$ cat src/rtl/ws_array_sequencer_if.sv
// ----------------------------------------------------------------------------
// ws_array_sequencer_if
// Bundles the job handshake and the memory/array control signals of the
// weight-stationary array sequencer.
//   master : job requester / observer (drives start, skip_weights, num_vecs)
//   slave  : the sequencer itself (drives status, memory reads, array gating)
// Signals:
//   start, skip_weights, num_vecs  job request, sampled together on accept
//   busy, done                     job status
//   w_rd_en, w_addr, load_row      weight memory read and per-row weight load
//   x_rd_en, x_addr, row_en        input memory read and left-edge skew gating
//   out_valid                      per-column bottom-row psum valid flags
// ----------------------------------------------------------------------------
interface ws_array_sequencer_if #(
  parameter int N  = 4,
  parameter int CW = 8,
  parameter int AW = 2
);
  logic          start;
  logic          skip_weights;
  logic [CW-1:0] num_vecs;
  logic          busy;
  logic          done;
  logic          w_rd_en;
  logic [AW-1:0] w_addr;
  logic [N-1:0]  load_row;
  logic          x_rd_en;
  logic [CW-1:0] x_addr;
  logic [N-1:0]  row_en;
  logic [N-1:0]  out_valid;

  modport master (
    output start, skip_weights, num_vecs,
    input  busy, done, w_rd_en, w_addr, load_row,
    input  x_rd_en, x_addr, row_en, out_valid
  );

  modport slave (
    input  start, skip_weights, num_vecs,
    output busy, done, w_rd_en, w_addr, load_row,
    output x_rd_en, x_addr, row_en, out_valid
  );
endinterface

$ cat src/rtl/ws_array_sequencer.sv
// ----------------------------------------------------------------------------
// ws_array_sequencer
// Job controller for an N x N weight-stationary systolic array. An accepted
// start runs LOAD (one weight row per cycle, optional), STREAM (K input
// vectors, one per cycle) and DRAIN (array empties), then a one-cycle FIN
// that pulses done.
// Ports:
//   clk    system clock
//   reset  synchronous, active-high reset
//   bus    ws_array_sequencer_if.slave (job handshake, memory reads,
//          per-row weight load, left-edge skew gating, column valid flags)
// All outputs are registered.
// ----------------------------------------------------------------------------
module ws_array_sequencer #(
  parameter int N  = 4,
  parameter int CW = 8,
  parameter int AW = 2
) (
  input  logic                 clk,
  input  logic                 reset,
  ws_array_sequencer_if.slave  bus
);

  typedef enum logic [2:0] {IDLE, LOAD, STREAM, DRAIN, FIN} state_t;

  // DRAIN spans 2N cycles: N for the last vector to cross the skew, N more
  // for its psum to fall through the rows and reach the last column.
  localparam int DW = (N > 1) ? $clog2(2 * N) : 1;
  localparam logic [DW-1:0] DRAIN_LAST = DW'(2 * N - 1);
  localparam logic [AW-1:0] LAST_ROW   = AW'(N - 1);

  state_t        state;
  logic [CW-1:0] k_lat;       // K latched at accept
  logic [DW-1:0] drain_cnt;

  logic          busy_q;
  logic          done_q;
  logic          w_rd_en_q;
  logic [AW-1:0] w_addr_q;
  logic [N-1:0]  load_row_q;
  logic          x_rd_en_q;
  logic [CW-1:0] x_addr_q;
  logic [N-1:0]  row_en_q;
  logic [N-1:0]  out_valid_q;

  // Control FSM with registered outputs: every output value is decided on the
  // edge that enters the cycle in which it is visible.
  always_ff @(posedge clk) begin
    if (reset) begin
      // NOTE: state is updated with <= so every branch reads pre-edge values;
      // blocking assignments here would let one decision see another's result.
      state     <= IDLE;
      k_lat     <= '0;
      drain_cnt <= '0;
      busy_q    <= 1'b0;
      done_q    <= 1'b0;
      w_rd_en_q <= 1'b0;
      w_addr_q  <= '0;
      x_rd_en_q <= 1'b0;
      x_addr_q  <= '0;
    end else begin
      case (state)
        IDLE: begin
          if (bus.start) begin
            k_lat  <= bus.num_vecs;
            busy_q <= 1'b1;
            if (!bus.skip_weights) begin
              state     <= LOAD;
              w_rd_en_q <= 1'b1;
              w_addr_q  <= '0;
            end else if (bus.num_vecs == '0) begin
              state  <= FIN;
              done_q <= 1'b1;
            end else begin
              state     <= STREAM;
              x_rd_en_q <= 1'b1;
              x_addr_q  <= '0;
            end
          end
        end

        LOAD: begin
          if (w_addr_q == LAST_ROW) begin
            w_rd_en_q <= 1'b0;
            if (k_lat == '0) begin
              state  <= FIN;
              done_q <= 1'b1;
            end else begin
              state     <= STREAM;
              x_rd_en_q <= 1'b1;
              x_addr_q  <= '0;
            end
          end else begin
            w_addr_q <= w_addr_q + AW'(1);
          end
        end

        STREAM: begin
          // k_lat >= 1 here, so k_lat-1 is the index of the last vector.
          if (x_addr_q == k_lat - CW'(1)) begin
            state     <= DRAIN;
            x_rd_en_q <= 1'b0;
            drain_cnt <= '0;
          end else begin
            x_addr_q <= x_addr_q + CW'(1);
          end
        end

        DRAIN: begin
          if (drain_cnt == DRAIN_LAST) begin
            state  <= FIN;
            done_q <= 1'b1;
          end else begin
            drain_cnt <= drain_cnt + DW'(1);
          end
        end

        FIN: begin
          state  <= IDLE;
          done_q <= 1'b0;
          busy_q <= 1'b0;
        end

        default: state <= IDLE;
      endcase
    end
  end

  // Weight rows land one cycle after their read (memory latency), so
  // load_row is the one-hot of the previous cycle's read address.
  // row_en shifts the read-enable history down the rows (diagonal skew);
  // out_valid continues that history across the columns after the last row.
  always_ff @(posedge clk) begin
    if (reset) begin
      load_row_q  <= '0;
      row_en_q    <= '0;
      out_valid_q <= '0;
    end else begin
      load_row_q  <= w_rd_en_q ? (N'(1) << w_addr_q) : '0;
      row_en_q    <= N'({row_en_q, x_rd_en_q});
      out_valid_q <= N'({out_valid_q, row_en_q[N-1]});
    end
  end

  assign bus.busy      = busy_q;
  assign bus.done      = done_q;
  assign bus.w_rd_en   = w_rd_en_q;
  assign bus.w_addr    = w_addr_q;
  assign bus.load_row  = load_row_q;
  assign bus.x_rd_en   = x_rd_en_q;
  assign bus.x_addr    = x_addr_q;
  assign bus.row_en    = row_en_q;
  assign bus.out_valid = out_valid_q;

endmodule

$ cat src/flat_wrapper.sv
// flat-port wrapper written by rule: the top's interface ports become plain ports
module ws_array_sequencer_flat 
#(
  parameter int N  = 4,
  parameter int CW = 8,
  parameter int AW = 2
)
  (clk, reset, bus_start, bus_skip_weights, bus_num_vecs, bus_busy, bus_done, bus_w_rd_en, bus_w_addr, bus_load_row, bus_x_rd_en, bus_x_addr, bus_row_en, bus_out_valid);
  ws_array_sequencer_if #(.N(N), .CW(CW), .AW(AW)) bus_i ();
  input  logic clk;
  input  logic reset;
  input wire logic [$bits(bus_i.start)-1:0] bus_start;
  input wire logic [$bits(bus_i.skip_weights)-1:0] bus_skip_weights;
  input wire logic [$bits(bus_i.num_vecs)-1:0] bus_num_vecs;
  output wire logic [$bits(bus_i.busy)-1:0] bus_busy;
  output wire logic [$bits(bus_i.done)-1:0] bus_done;
  output wire logic [$bits(bus_i.w_rd_en)-1:0] bus_w_rd_en;
  output wire logic [$bits(bus_i.w_addr)-1:0] bus_w_addr;
  output wire logic [$bits(bus_i.load_row)-1:0] bus_load_row;
  output wire logic [$bits(bus_i.x_rd_en)-1:0] bus_x_rd_en;
  output wire logic [$bits(bus_i.x_addr)-1:0] bus_x_addr;
  output wire logic [$bits(bus_i.row_en)-1:0] bus_row_en;
  output wire logic [$bits(bus_i.out_valid)-1:0] bus_out_valid;
  assign bus_i.start = bus_start;
  assign bus_i.skip_weights = bus_skip_weights;
  assign bus_i.num_vecs = bus_num_vecs;
  assign bus_busy = bus_i.busy;
  assign bus_done = bus_i.done;
  assign bus_w_rd_en = bus_i.w_rd_en;
  assign bus_w_addr = bus_i.w_addr;
  assign bus_load_row = bus_i.load_row;
  assign bus_x_rd_en = bus_i.x_rd_en;
  assign bus_x_addr = bus_i.x_addr;
  assign bus_row_en = bus_i.row_en;
  assign bus_out_valid = bus_i.out_valid;
  ws_array_sequencer #(.N(N), .CW(CW), .AW(AW)) u_core (.clk(clk), .reset(reset), .bus(bus_i));
endmodule
$ cat config.mk
export PLATFORM = sky130hd
export DESIGN_NAME = ws_array_sequencer_flat
export DESIGN_NICKNAME = d
export VERILOG_FILES = /design/src/rtl/ws_array_sequencer_if.sv /design/src/rtl/ws_array_sequencer.sv /design/src/flat_wrapper.sv
export SDC_FILE = /design/constraint.sdc
export NUM_CORES = 1
export LEC_CHECK = 0
export CORE_UTILIZATION = 51
export CTS_CLUSTER_DIAMETER = 40
export CTS_CLUSTER_SIZE = 30
export DETAILED_ROUTE_END_ITERATION = 6
export PLACE_DENSITY = 0.79
export SLEW_MARGIN = 25
export SYNTH_ARGS = -nofsm -noshare
export SYNTH_HDL_FRONTEND = slang
export SYNTH_SLANG_ARGS = --single-unit
export TNS_END_PERCENT = 50
$ cat constraint.sdc
create_clock -name clk -period 2.7 [get_ports clk]
set_clock_uncertainty 0.15 [all_clocks]
set_input_delay 0.54 -clock clk [delete_from_list [all_inputs] [get_ports clk]]
set_output_delay 0.54 -clock clk [all_outputs]
set_load 0.1 [all_outputs]
# --- Word-level counts from Yosys, hierarchy flattened ---
# Cells that the tools add are included.
op_classes:
  add_sub_neg: 4
  n_eq_ne: 20
  shifts: 1
  muxes: 42
  n_bitwise: 1
  n_reduce_logical: 18
ops:
  columns: ["operator", "n"]
  rows:
  - ["8-bit 2-to-1 mux", 6]
  - ["3-bit 2-to-1 mux", 9]
  - ["8-bit case mux with 3 select lines", 1]
  - ["7-bit AND reduction", 3]
  - ["8-bit zero test", 2]
  - ["1-bit 2-to-1 mux", 16]
  - ["2-bit inequality test (second input constant)", 8]
  - ["3-bit case mux with 4 select lines", 1]
  - ["4-bit AND reduction", 3]
  - ["2-bit by 1-bit inequality test with 1-bit output (second input constant)", 5]
  - ["8-bit by 1-bit adder with 8-bit output (second input constant)", 1]
  - ["8-bit equality test", 1]
  - ["8-bit by 1-bit subtractor with 8-bit output (second input constant)", 1]
  - ["3-bit by 2-bit equality test with 1-bit output (second input constant)", 2]
  - ["3-bit equality test (second input constant)", 2]
  - ["2-bit 2-to-1 mux", 3]
  - ["3-bit case mux with 2 select lines", 1]
  - ["2-bit nonzero test", 3]
  - ["1-bit case mux with 2 select lines", 2]
  - ["1-bit case mux with 4 select lines", 1]
  - ["2-bit case mux with 2 select lines", 1]
  - ["2-bit AND reduction", 2]
  - ["4-bit nonzero test", 1]
  - ["1-bit by 2-bit left shift with 4-bit output (first input constant)", 1]
  - ["10 further kinds", 10]
word_totals:
  regBits: 40
  input_bits: 12
  output_inout_bits: 26
  wordCells: 98

# --- Depth between registers and ports, before layout ---
# Gate-level depths: netlist (run 1).
logic_depth:
  ltp_word: 5
  depth_mapped: 9
  ltp_nobuf: 8

# --- Worst setup path before layout (run 1) ---
# OpenSTA, ideal clock, no wires.
synth_path:
  path_kind: "register -> register"
  start: "register u_core.w_addr_q[0] (netlist: u_core.bus.w_addr[0])"
  end: "register u_core.x_addr_q[3] (netlist: u_core.bus.x_addr[3])"
  setup_ps: 70
  arrival_ps: 2725
  required_time_ps: 2480
  setup_slack_ps: -245
  stages_incl_launch_ff: 8
  n_path_buf: 0
  period_less_slack_ps: 2945
  cell_sequence: "dfxtp_1 > ha_1 > and2_1 > a2111oi_2 > a2111oi_4 > nand4_1 > or3_1 > a21oi_1"
synth_between:
  elab_chain_cells: 3
synth_lines:
  columns: ["element", "line", "text"]
  rows:
  - ["start: declaration", "ws_array_sequencer.sv:39", "logic [AW-1:0] w_addr_q;"]
  - ["start signal: assignment", "ws_array_sequencer.sv:94", "w_addr_q <= w_addr_q + AW'(1);"]
  - ["2-bit equality test", "ws_array_sequencer.sv:83", "if (w_addr_q == LAST_ROW) begin"]
  - ["2-bit by 1-bit inequality test with 1-bit output (no line)", null, null]
  - ["7-bit AND reduction (no line)", null, null]
  - ["end signal: assignment", "ws_array_sequencer.sv:105", "x_addr_q <= x_addr_q + CW'(1);"]
  - ["end: declaration", "ws_array_sequencer.sv:42", "logic [CW-1:0] x_addr_q;"]
# No other way between the ends.
# A chain may end at the register's enable or synchronous reset.

# --- Worst setup path after layout (run 1) ---
layout_path:
  start: "input bus_num_vecs[5]"
  end: "register u_core.x_addr_q[7] (netlist: u_core.bus.x_addr[7])"
layout_between:
  elab_chain_cells: 3
layout_lines:
  columns: ["element", "line", "text"]
  rows:
  - ["start: declaration", "flat_wrapper.sv:14", "input wire logic [$bits(bus_i.num_vecs)-1:0] bus_num_vecs;"]
  - ["8-bit zero test", "ws_array_sequencer.sv:71", "end else if (bus.num_vecs == '0) begin"]
  - ["2-bit inequality test (no line)", null, null]
  - ["7-bit AND reduction (no line)", null, null]
# No other way between the ends.

==> run_summary.xml, run 1 <==
<?xml version="1.0" encoding="UTF-8"?>
<metrics>
  <group name="sta">
    <metric name="unrepaired_setup_endpoints_after_global_routing" unit="">no</metric>
    <metric name="timing_hold_violations_final" unit="">0</metric>
    <metric name="tns" unit="ns">0</metric>
    <metric name="minimum_clock_period_after_layout" unit="ns">2.495</metric>
    <metric name="report.final.setup_viol" unit="">0</metric>
    <metric name="finalCritPeriodShare" unit="%">92.39</metric>
    <metric name="maxSlewViolCount" unit="">0</metric>
    <metric name="timing.max_slew.rel_slack" unit="%">58.35</metric>
    <metric name="fmax" unit="MHz">400.9</metric>
    <metric name="tightest_slew" unit="ns">0.6247</metric>
  </group>
  <group name="synthesis">
    <metric name="synth_area" unit="mm2">0.001969</metric>
    <metric name="synth_ff_type" unit="">sky130_fd_sc_hd__dfxtp_1</metric>
    <metric name="synth_async_sr_flop_share" unit="%">0</metric>
    <metric name="synth-edff-count" unit="">0</metric>
    <metric name="syn-num-nets" unit="">254</metric>
    <metric name="synth_seq_cells" unit="">40</metric>
    <metric name="syn_area_per_cell" unit="um2">8.345</metric>
    <metric name="synth.largest_area_cell" unit="">sky130_fd_sc_hd__dfxtp_1</metric>
    <metric name="syn-instance-count" unit="">236</metric>
    <metric name="synthDominantCellAreaShare" unit="%">40.66</metric>
    <metric name="synth_warnings" unit="">0</metric>
    <metric name="yosys-top-cells-area" unit="">sky130_fd_sc_hd__dfxtp_1 41%, sky130_fd_sc_hd__a21oi_1 6.6%, sky130_fd_sc_hd__nand2_1 5.7%</metric>
    <metric name="netlist-cell-type-count" unit="">46</metric>
    <metric name="yosysSeqAreaShare" unit="%">40.66</metric>
  </group>
  <group name="floorplanning">
    <metric name="die_width" unit="um">64.14</metric>
    <metric name="die_h" unit="um">64.14</metric>
    <metric name="floorplan.initialDensity" unit="%">53.39</metric>
    <metric name="placementRows" unit="">22</metric>
    <metric name="core_region_area" unit="mm2">0.003689</metric>
    <metric name="fp.dieArea" unit="mm2">0.004114</metric>
    <metric name="floorplan.io_pins" unit="">38</metric>
  </group>
  <group name="global_routing">
    <metric name="initial_antenna_violation_count" unit="">0</metric>
    <metric name="number_of_global_route_vias_before_repair" unit="">1612</metric>
    <metric name="groute.usage.overall" unit="%">22.86</metric>
    <metric name="grt-ovfl-total" unit="">0</metric>
    <metric name="grt_start_max_net_pins" unit="">14</metric>
    <metric name="grt_first_pass_wirelength" unit="um">7320</metric>
  </group>
  <group name="drt">
    <metric name="wirelength" unit="um">4389</metric>
    <metric name="drt_pre_antenna_iters" unit="">4</metric>
    <metric name="wire_length_on_met3" unit="um">187</metric>
    <metric name="antenna_violating_nets_post_route" unit="">0</metric>
    <metric name="wire_per_inst" unit="um">13.38</metric>
    <metric name="detailedRoute.firstIterationViolations" unit="">132</metric>
    <metric name="top_layer_used" unit="">met4</metric>
    <metric name="route.detailed.drc" unit="">0</metric>
    <metric name="met2RoutedLength" unit="um">2022</metric>
    <metric name="vias" unit="">1822</metric>
    <metric name="wl_met1" unit="um">2119</metric>
    <metric name="via_per_inst" unit="">5.555</metric>
  </group>
  <group name="finish">
    <metric name="postLayoutCoreUtil" unit="%">67.33</metric>
    <metric name="fill_cells" unit="">320</metric>
    <metric name="insertedDiodeCount" unit="">0</metric>
    <metric name="mostFrequentLayoutCell" unit="">sky130_fd_sc_hd__dfxtp_1</metric>
    <metric name="layout.cells.non_filler" unit="">328</metric>
    <metric name="stdcell_area" unit="mm2">0.002484</metric>
    <metric name="nNetsFinal" unit="">298</metric>
    <metric name="mostFrequentLayoutCells" unit="">38 x sky130_fd_sc_hd__dfxtp_1, 35 x sky130_fd_sc_hd__buf_4, 30 x sky130_fd_sc_hd__nand2_1</metric>
    <metric name="layout-drive-gt1-share" unit="%">18.21</metric>
    <metric name="syn2layout_area_growth" unit="%">26.11</metric>
  </group>
  <group name="placed_design">
    <metric name="place_inst" unit="">321</metric>
    <metric name="placed_cell_area" unit="mm2">0.002355</metric>
    <metric name="routabilityCongestion" unit="">0.8798</metric>
    <metric name="placement.io_buffers" unit="">37</metric>
    <metric name="dp_hpwl" unit="um">3180</metric>
  </group>
  <group name="clocking">
    <metric name="htreeDepth" unit="">2</metric>
    <metric name="tritoncts" unit="">built</metric>
    <metric name="buffers_inserted_during_post_cts_setup_optimization" unit="">0</metric>
    <metric name="cts_hold_buffers" unit="">0</metric>
    <metric name="root_buffer" unit="">sky130_fd_sc_hd__clkbuf_8</metric>
    <metric name="cts_made_buffers" unit="">5</metric>
    <metric name="cts_sinks" unit="">40</metric>
    <metric name="clock_latency" unit="ns">0.29</metric>
    <metric name="clk_pin_slew_worst_paths" unit="ns">0.08</metric>
    <metric name="cts_buffer_depth" unit="">2</metric>
  </group>
  <group name="critical_path">
    <metric name="cp-end-kind" unit="">register</metric>
    <metric name="rr_startpoint" unit="">u_core.k_lat[1]$_SDFFE_PP0P_</metric>
    <metric name="timing.reg2reg.worst_path_depth" unit="">7</metric>
    <metric name="critical_path_fanouts_max" unit="">9</metric>
    <metric name="path_buf_inv" unit="">1</metric>
    <metric name="worst_ep_required_time" unit="ns">2.78</metric>
    <metric name="critical_path.slowest_cell" unit="">sky130_fd_sc_hd__or4_1</metric>
    <metric name="worstSetupStartpointType" unit="">input pin</metric>
    <metric name="timing.reg2reg.setup_slack" unit="ns">0.21</metric>
    <metric name="max_stage_delay" unit="ns">0.56</metric>
    <metric name="crit_path_cell_trace" unit="">clkdlybuf4s50_1 -&gt; or4_1 -&gt; o31ai_1 -&gt; a2111oi_4 -&gt; a21o_2 -&gt; a21oi_1</metric>
    <metric name="arrival" unit="ns">2.57</metric>
    <metric name="worstReg2RegEnd" unit="">u_core.bus.x_addr[7]$_SDFFE_PP0P_</metric>
    <metric name="critPathTopFamily" unit="">compound AO/OA/AOI/OAI gates</metric>
    <metric name="path_class" unit="">in -&gt; reg</metric>
  </group>
  <group name="pwr">
    <metric name="ir_worst_vdd" unit="mV">0.6287</metric>
    <metric name="p_leak" unit="nW">1.021</metric>
    <metric name="power_density" unit="mW/mm2">975.2</metric>
  </group>
  <group name="run">
    <metric name="max_cap_violations" unit="">0</metric>
  </group>
  <group name="hold_path">
    <metric name="timing.hold.worst_endpoint" unit="">u_core.bus.row_en[2]$_SDFF_PP0_</metric>
    <metric name="whs_path_depth" unit="">1</metric>
    <metric name="timing.hold.worst.start" unit="">u_core.bus.row_en[1]$_SDFF_PP0_</metric>
    <metric name="hold_path_class" unit="">reg -&gt; reg</metric>
  </group>
  <group name="outcome">
    <metric name="outcome" unit="">finished, final reports clean</metric>
  </group>
</metrics>
[cell usage after synthesis, drive strengths merged, types with 2 or more instances]
| cell | instances |
|---|---|
| a2111oi | 2 |
| a211oi | 4 |
| a21o | 3 |
| a21oi | 26 |
| a31oi | 3 |
| and2 | 2 |
| and3 | 4 |
| and4 | 2 |
| buf | 3 |
| clkbuf | 6 |
| dfxtp | 40 |
| ha | 6 |
| inv | 5 |
| nand2 | 30 |
| nand2b | 4 |
| nand3 | 4 |
| nand4 | 6 |
| nor2 | 19 |
| nor2b | 11 |
| nor3 | 10 |
| nor4 | 3 |
| o21ai | 9 |
| o22ai | 2 |
| or3 | 6 |
| or3b | 2 |
| or4 | 2 |
| xnor2 | 5 |
| xor2 | 4 |
[per-layer routing]
layer	global-route usage, %	vias to the layer above
li1	-	923
met1	29.49	850
met2	37.50	43
met3	5.536	6
met4	7.222	0
met5	0	-
[worst register-to-register path, stage by stage, from the launching register on]
cell and delay (ns):
sky130_fd_sc_hd__dfxtp_1 0.39, sky130_fd_sc_hd__inv_1 0.08, sky130_fd_sc_hd__ha_1 0.19, sky130_fd_sc_hd__a311o_1 0.31, sky130_fd_sc_hd__a2111oi_4 0.66, sky130_fd_sc_hd__nand3_1 0.16
sky130_fd_sc_hd__or3_1 0.33, sky130_fd_sc_hd__a21oi_1 0.15
[power breakdown]
part           total (W)  leakage [nW]  switching, W  internal, W
Clock           0.000569        0.0642      0.000205     0.000364
Combinational    0.00106         0.631      0.000691     0.000364
Sequential      0.000798         0.326      0.000122     0.000676
[layout make-up]
type | count | area, um2 | share of cell area [%]
multi-input cells | 182 | 1100 | 44.28
flip-flops and latches | 40 | 803.3 | 32.34
repair buffers | 46 | 372.9 | 15.01
clock buffers | 5 | 68.82 | 2.771
clock inverters | 2 | 60.06 | 2.418
well taps | 48 | 60.06 | 2.418
inverters | 5 | 18.77 | 0.7557
[stage by stage]
stage	worst slack [ns]	total power [W]	hold slack [ns]
2_1_floorplan	0.05395	0.001636	0.3108
3_3_place_gp	-0.03820	0.001842	0.2953
3_5_place_dp	-0.09631	0.001851	0.3031
4_1_cts	0.2055	0.002426	0.3165
5_1_grt	0.004173	0.002557	0.3210
6_report	0.2054	0.002422	0.3090
[kinds of logic (layout without fill, tap and decap cells)]
family,Yosys count,in the layout,synth area share (%)
muxes,1,1,0.5083
and+or+nand+nor,109,109,28.65
adders and majority gates,6,6,3.812
xor gates and xnor gates,9,9,4.002
buffers and inverters,14,58,3.493
AOI/OAI and AO/OA,57,57,18.87
DFF,40,40,40.66
[sequential cells by signal (all words and copies together) (netlist names), 2 cells and up]
name                  flops
u_core.bus.load_row       4
u_core.bus.out_valid      4
u_core.bus.row_en         4
u_core.bus.w_addr         2
u_core.bus.x_addr         8
u_core.drain_cnt          3
u_core.k_lat              8
u_core.state              3
[timing repair]
item	CTS	global route
hold endpoints to repair	0	0
setup endpoints to repair	0	1
gates resized for setup	0	0
[worst max path at each step]
stage / from / to / depth (start not counted)
after CTS: bus_num_vecs[3] / u_core.bus.x_addr[4]$_SDFFE_PP0P_ / 7
after global placement: bus_num_vecs[7] / u_core.bus.x_addr[4]$_SDFFE_PP0P_ / 7
after detailed placement: bus_num_vecs[3] / u_core.bus.x_addr[4]$_SDFFE_PP0P_ / 7
after global routing: u_core.k_lat[1]$_SDFFE_PP0P_ / u_core.bus.x_addr[7]$_SDFFE_PP0P_ / 7
after floorplan: u_core.bus.x_addr[2]$_SDFFE_PP0P_ / u_core.bus.x_addr[1]$_SDFFE_PP0P_ / 8
final: bus_num_vecs[5] / u_core.bus.x_addr[7]$_SDFFE_PP0P_ / 6
(Power assumes the default switching activity.)
==> inputs of run 2 (changes only) <==
Settings changed: SLEW_MARGIN 25 to not set.
==> results of run 2 <==
Final layout, timing and power as in run 1 (identical DEF).
